### config.mk
export PLATFORM = sky130hd
export DESIGN_NAME = reservoir_ctrl
export DESIGN_NICKNAME = d
export VERILOG_FILES = /design/src/rtl/reservoir_ctrl.sv
export SDC_FILE = /design/constraint.sdc
export NUM_CORES = 1
export LEC_CHECK = 0
export CAP_MARGIN = 20
export CORE_MARGIN = 2
export CORE_UTILIZATION = 45
export DETAILED_ROUTE_END_ITERATION = 8
export PLACE_DENSITY = 0.66
export SLEW_MARGIN = 20
export SYNTH_ARGS = -nofsm -noshare
export SYNTH_HDL_FRONTEND = slang
export SYNTH_SLANG_ARGS = --single-unit
### constraint.sdc
create_clock -name CLOCK -period 2 [get_ports CLOCK]
set_input_delay 0.3 -clock CLOCK [delete_from_list [all_inputs] [get_ports CLOCK]]
set_output_delay 0.3 -clock CLOCK [all_outputs]
set_load 0.005 [all_outputs]
### src/rtl/reservoir_ctrl.sv
// Commanded fill/full/drain sequencer for a 13-LED reservoir display.
// LED[11:0] is a thermometer of the level; LED[12] blinks while full.
module reservoir_ctrl #(
   parameter int unsigned TICK_DIV  = 25_000_000,
   parameter int unsigned BLINK_DIV = 50_000_000
) (
   input  logic        CLOCK,
   input  logic        RESET,
   input  logic        start,
   input  logic        drain,
   output logic [12:0] LED,
   output logic [3:0]  level,
   output logic        full,
   output logic        busy
);

   localparam logic [27:0] TickLast  = 28'(TICK_DIV - 1);
   localparam logic [27:0] BlinkLast = 28'(BLINK_DIV - 1);
   localparam logic [3:0]  LevelMax  = 4'd12;

   typedef enum logic [1:0] {StIdle, StFill, StFull, StDrain} state_e;

   state_e      state_q, state_d;
   logic [3:0]  level_q, level_d;
   logic [27:0] tick_cnt_q, tick_cnt_d;
   logic [27:0] blink_cnt_q, blink_cnt_d;
   logic        blink_q, blink_d;

   always_ff @(posedge CLOCK) begin
      if (RESET) begin
         state_q     <= StIdle;
         level_q     <= '0;
         tick_cnt_q  <= '0;
         blink_cnt_q <= '0;
         blink_q     <= 1'b0;
      end else begin
         state_q     <= state_d;
         level_q     <= level_d;
         tick_cnt_q  <= tick_cnt_d;
         blink_cnt_q <= blink_cnt_d;
         blink_q     <= blink_d;
      end
   end

   always_comb begin
      state_d     = state_q;
      level_d     = level_q;
      tick_cnt_d  = tick_cnt_q;
      blink_cnt_d = blink_cnt_q;
      blink_d     = blink_q;

      unique case (state_q)
         StIdle: begin
            level_d = '0;
            if (start && !drain) state_d = StFill;
         end
         StFill: begin
            // A command in the same cycle as a tick wins; level holds.
            if (drain) begin
               state_d = StDrain;
            end else if (tick_cnt_q == TickLast) begin
               tick_cnt_d = '0;
               if (level_q < LevelMax) level_d = level_q + 4'd1;
               if (level_q >= LevelMax - 4'd1) state_d = StFull;
            end else begin
               tick_cnt_d = tick_cnt_q + 28'd1;
            end
         end
         StFull: begin
            level_d = LevelMax;
            if (drain) begin
               state_d = StDrain;
            end else if (blink_cnt_q == BlinkLast) begin
               blink_cnt_d = '0;
               blink_d     = ~blink_q;
            end else begin
               blink_cnt_d = blink_cnt_q + 28'd1;
            end
         end
         StDrain: begin
            // drain has priority over start, and drain is a no-op here.
            if (start && !drain) begin
               state_d = StFill;
            end else if (tick_cnt_q == TickLast) begin
               tick_cnt_d = '0;
               if (level_q != 4'd0) level_d = level_q - 4'd1;
               if (level_q <= 4'd1) state_d = StIdle;
            end else begin
               tick_cnt_d = tick_cnt_q + 28'd1;
            end
         end
         default: state_d = StIdle;
      endcase

      if (state_d != state_q) begin
         tick_cnt_d  = '0;
         blink_cnt_d = '0;
         blink_d     = (state_d == StFull);
      end
   end

   always_comb begin
      for (int i = 0; i < 12; i++) begin
         LED[i] = (4'(i) < level_q);
      end
      LED[12] = blink_q;
   end

   assign level = level_q;
   assign full  = (state_q == StFull);
   assign busy  = (state_q == StFill) || (state_q == StDrain);

endmodule

==> metrics.yaml, run 1 <==
power_and_ir_drop:
  power_leakage_nw: 1.62
  power_density_nw_per_um2: 659
  peakVddDrop_mv: 0.351
placement:
  dpl.cell_count: 546
  place.gp.congestion: 0.838
  dp_hpwl_um: 4980
  post-place-ws_ns: -0.317
  dpl_cell_area_um2: 3880
  io_buffer_count: 22
synthesis:
  synth.avg_cell_area_um2: 8.29
  ys_warn_count: 0
  synth.most_common_cell: "nor2_1"
  syn_inst: 393
  synth-seq-area-share: 0.387
  synth_commonest_cells: "nor2_1 (82), dfxtp_1 (63), nand2_1 (36)"
  synth.distinct_cells: 52
  synth_top_cell_by_area: "dfxtp_1"
  synth-seq-cells: 63
  synthArstFlopShare: 0
  synth_ff_type: "dfxtp_1"
  synth_fp_nets: 402
  synth_area_leaders: "dfxtp_1 (39%), nor2_1 (9.4%), xor2_1 (9.1%), xnor2_1 (5.9%), nand2_1 (4.1%)"
  synth_edf_count: 0
  mappedNetlistArea_um2: 3260
  synth_top_area_share: 0.387
worst_setup_path:
  worst-setup-path-type: "register to output pin"
  start_kind: "register"
  crit_arrival_ns: 1.63
  cp.required_ns: 1.70
  crit_slowest_cell: "clkdlybuf4s50_1"
  cp-end-kind: "output pin"
  crit_buf_inv: 2
  crit_top_cell: "nand2_1"
  critical_path.max_stage_delay_ns: 0.49
  crit_family: "buffers and inverters"
  path_cells: "ha_2, buf_4, nand2_1, nand2_1, clkdlybuf4s50_1"
  cp_max_fo: 5
worst_hold_path:
  hold_class: "register to register"
cells_and_area:
  final-instance-count-excl-fill: 567
  area_delta_synth_final_pct: 31.2
  drive_gt1_frac: 0.226
  fin_area_um2: 4280
  antennaDiodeCount: 0
  num-fill-cells: 656
  nNetsFinal: 472
routing:
  drc: 0
  antenna_left: 0
  drt-pass1-iter-count: 4
  vias: 2820
  wirelength_um: 7250
  viasPerCell: 4.97
  drt_iter0_markers: 79
  wire_per_inst_um: 12.8
clocking:
  clock_sinks: 63
  cts-root-buf: "clkbuf_8"
  cts_max_level: 3
  clkLatencyLatePin_ns: 0.35
  cts_hold_buf: 0
  clk_pin_slew_worst_paths_ns: 0.07
  clock_path_buffers: 2
  numCtsBuffers: 9
  cts_tree: "done"
job:
  maxCapViolations: 0
die:
  io_pins: 23
  dieArea_um2: 7940
  die_h_um: 89.1
  fp.dieW_um: 89.1
  row_count: 31
  initial_utilization: 0.457
  coreArea_um2: 7140
global_routing:
  first_global_vias: 2691
  antenna_found_initial: 0
  track_usage: 0.190
  grt_pass1_wl_um: 11800
  grt-ovfl-total: 0
  grt_max_degree: 28
timing:
  drv_slew: 0
  fin_ws_ns: 0.0668
  rsz0062_at_grt: "true"
  timing.fmax_mhz: 517
  worst_pin_slew_ns: 0.488
  min_period_ns: 1.93
  hold_viol: 0
  setup_viol: 0
  slew_headroom: 0.674
  skew_ns: 0.0136
  fin_crit_sh: 0.967
outcome:
  status: "finished, final reports clean"
logic make-up after synthesis:
family          after synthesis  synth area share
simple gates                202             0.317
flops                        63             0.387
xor+xnor                     56             0.150
compound gates               34            0.0695
buf+inv                      31            0.0507
fa+ha+maj                     5            0.0192
mux                           2           0.00614
power breakdown:
group	total (mW)	switching (mW)	internal [mW]
logic	0.300	0.147	0.154
clock network	1.24	0.536	0.703
registers	1.28	0.0178	1.26
cell type report:
class	instances	area, um2	share of cell area
clock buffer	9	124	0.0290
sequential	63	1270	0.298
tap	99	124	0.0290
inverter	15	56.3	0.0132
clock inverter	7	97.6	0.0228
timing repair buffer	75	684	0.160
multi-input combinational	299	1920	0.448
worst paths after layout:
kind	slack [ns]	start	cells after the start	to
worst max-delay path	0.07	level[0]	5	LED[6]
worst max register to register	0.07	tick_cnt_q[27]	7	blink_q
worst min-delay path	0.50	tick_cnt_q[1]	2	tick_cnt_q[1]
worst min register to register	0.50	tick_cnt_q[1]	2	tick_cnt_q[1]
worst min-delay path: stages (launching register included):
cell and delay [ns]:
dfxtp_1 0.33, nand2_1 0.07, a21oi_1 0.05
metal layers:
layer / share of wire / GRT usage
met5: 0 / 0
met4: 0.014 / 0.0787
met3: 0.034 / 0.0609
met2: 0.48 / 0.312
met1: 0.48 / 0.230
per-stage QoR:
step | total power [mW] | TNS, ns | hold WS [ns] | util
5_1_grt | 2.94 | -0.0212 | 0.547 | 0.599
2_1_floorplan | 1.47 | 0 | 0.449 | -
4_1_cts | 2.83 | -0.215 | 0.489 | 0.578
3_3_place_gp | 1.57 | -13.31 | 0.464 | 0.544
3_5_place_dp | 1.57 | -16.02 | 0.479 | 0.544
6_report | 2.82 | 0 | 0.496 | 0.599
state kept, by name, summed over array words and instances, names as in the netlist:
signal and count:
blink_cnt_q 28, tick_cnt_q 28, blink_q 1, level 4, state_q 2
layout by cell type (no fill, tap or decap), types with 3 or more instances in the layout:
cell and n:
buf_4 48, xnor2_1 22, and3_1 4, xor2_1 34, nand3_1 24, nand4_1 12
nor3_1 6, nor2_1 77, and4_1 3, dfxtp_1 58, nor2_2 5, nor4_2 3
or3_1 5, nand2_1 36, nand2b_1 3, a21oi_1 11, o21ai_1 3, dlygate4sd2_1 4
clkdlybuf4s50_1 15, nor3_2 5, a31oi_1 3, dlymetal6s2s_1 3, clkbuf_8 9, inv_1 13
dfxtp_4 3
what timing repair did:
item	4_1_cts	5_1_grt
buffers inserted	0	2
resized for setup	18	21
pin swaps	2	5
cloned	0	3
endpoints found under the setup margin	41	55
No activity file was read; power rests on OpenSTA's default activity.
==> inputs of run 2 (changes only) <==
- clock period: 2 -> 1.77 ns (I/O delays scaled with it)
==> run 2 against run 1 <==
Compared with the run above:
- sequential share of layout area decreased by 4.2 points
- first-iteration DRC count increased by 110%
- sequential power grew 12%
- non-clock buffer count is 42 higher
- critical path depth increased by 4
- the run now ends with negative setup slack left
- highest routed layer unchanged
==> metrics.yaml, run 2 (synthesis gave the netlist of run 1 again) <==
outcome:
  status: "finished, violations left"
  violations: "negative setup slack"
cells_and_area:
  final_cell_mix: "buf_4 (72), dfxtp_1 (55), nor2_1 (47)"
  antennaDiodeCount: 0
  area_delta_synth_final_pct: 53.6
  final_common_cell: "buf_4"
  final-instance-count-excl-fill: 609
  nNetsFinal: 514
  drive_gt1_frac: 0.414
  num-fill-cells: 508
worst_setup_path:
  cp_max_fo: 5
  worst-setup-path-type: "register to register"
  start_kind: "register"
  rr_startpoint: "tick_cnt_q[7]"
  path_cells: "or4_4, nor2_4, nand4_1, buf_6, a21oi_4, or3_4, buf_6, buf_12, nor2_4"
  crit_start: "tick_cnt_q[7]"
  crit_arrival_ns: 2.22
  cp-end-kind: "register"
  crit_slowest_cell: "or4_4"
  critical_path.max_stage_delay_ns: 0.54
  cp.required_ns: 2.01
  crit_family: "simple AND/OR/NAND/NOR gates"
  crit_buf_inv: 3
global_routing:
  grt_max_degree: 26
  grt_pass1_wl_um: 13200
  antenna_found_initial: 0
  grt-ovfl-total: 0
  track_usage: 0.213
  first_global_vias: 2992
die:
  row_count: 31
  fp.dieW_um: 89.1
  initial_utilization: 0.457
  dieArea_um2: 7940
  coreArea_um2: 7140
  die_h_um: 89.1
  io_pins: 23
routing:
  drc: 0
  drt-pass1-iter-count: 4
  viasPerCell: 5.32
  wire_per_inst_um: 15.3
  wirelength_um: 9330
  drt_iter0_markers: 166
  antenna_left: 0
  vias: 3240
placement:
  dp_hpwl_um: 5320
  post-place-ws_ns: -0.567
  io_buffer_count: 22
  place.gp.congestion: 0.809
  dpl.cell_count: 568
worst_hold_path:
  hold_class: "register to register"
  min_from: "blink_cnt_q[6]"
timing:
  fin_crit_sh: 1.12
  min_period_ns: 1.98
  rsz0062_at_grt: "true"
  slew_headroom: 0.759
  setup_viol: 63
  worst_pin_slew_ns: 0.359
  timing.fmax_mhz: 505
  fin_ws_ns: -0.212
  hold_viol: 0
  finalSetupTns_ns: -7.11
  drv_slew: 0
  holdWs_ns: 0.513
  skew_ns: 0.00964
clocking:
  cts_max_level: 3
  clk_pin_slew_worst_paths_ns: 0.08
  numCtsBuffers: 9
  cts_tree: "done"
  clkLatencyLatePin_ns: 0.35
  clock_sinks: 63
  cts-root-buf: "clkbuf_8"
  cts_hold_buf: 0
  clock_path_buffers: 2
power_and_ir_drop:
  peakVddDrop_mv: 0.397
  power_density_nw_per_um2: 663
  power.total_mw: 3.32
  power_leakage_nw: 1.92
job:
  maxCapViolations: 0
[run 2: cell types whose count changed in the layout (fill, tap and decap cells not counted), sizes merged, moves of 2 or more]
cell,previous run,this run
dlygate4sd2,4,6
buf,51,96
dlymetal6s2s,3,1
clkbuf,11,14
clkdlybuf4s50,15,10
[run 2: worst reg2reg max path, cell delays in order (launching register included)]
cell and delay (ns):
dfxtp_2 0.32, or4_4 0.54, nor2_4 0.11, nand4_1 0.14
buf_6 0.18, a21oi_4 0.13, or3_4 0.16, buf_6 0.12
buf_12 0.14, nor2_4 0.04
[run 2: stage by stage]
stage                util  instance area [um2]
finish              0.701                 5010
global route        0.701                 5010
CTS                 0.642                 4580
detailed placement  0.570                 4070
global placement    0.570                 4070
floorplan               -                 3290
[run 2: area by class of cell]
| type | instances | area [um2] | area share |
|---|---|---|---|
| clock buffer | 10 | 128 | 0.0255 |
| timing repair buffer | 117 | 1070 | 0.213 |
| multi-input combinational | 299 | 2260 | 0.451 |
| inverter | 15 | 62.6 | 0.0125 |
| tap | 99 | 124 | 0.0247 |
| clock inverter | 6 | 85.1 | 0.0170 |
| sequential | 63 | 1280 | 0.256 |
[run 2: final timing paths]
check                          to  depth (start not counted)  slack [ns]
setup / recovery  blink_cnt_q[26]                          9       -0.21
hold / removal     blink_cnt_q[6]                          2        0.51
setup reg to reg  blink_cnt_q[26]                          9       -0.21
hold reg to reg    blink_cnt_q[6]                          2        0.51
[run 2: layer usage]
layer  share of wire  up-vias  wire (um)  track usage
met5               0        -          0            0
met4           0.030        0        279       0.0868
met3           0.051       25        479       0.0572
met2            0.50       93       4690        0.344
met1            0.42     1561       3870        0.269
li1                -     1561          -            -
[run 2: where the power goes]
| group | leakage [nW] | switching, mW | internal [mW] |
|---|---|---|---|
| clock | 0.102 | 0.601 | 0.788 |
| combinational | 1.30 | 0.244 | 0.246 |
| sequential | 0.513 | 0.0133 | 1.43 |
| total | 1.92 | 0.858 | 2.46 |
[run 2: timing repair]
item	4_1_cts	5_1_grt
cloned	3	3
pin swaps	31	38
gates resized for setup	77	84
endpoints found under the hold margin	0	0
setup buffers	10	11
setup endpoints to repair	72	69
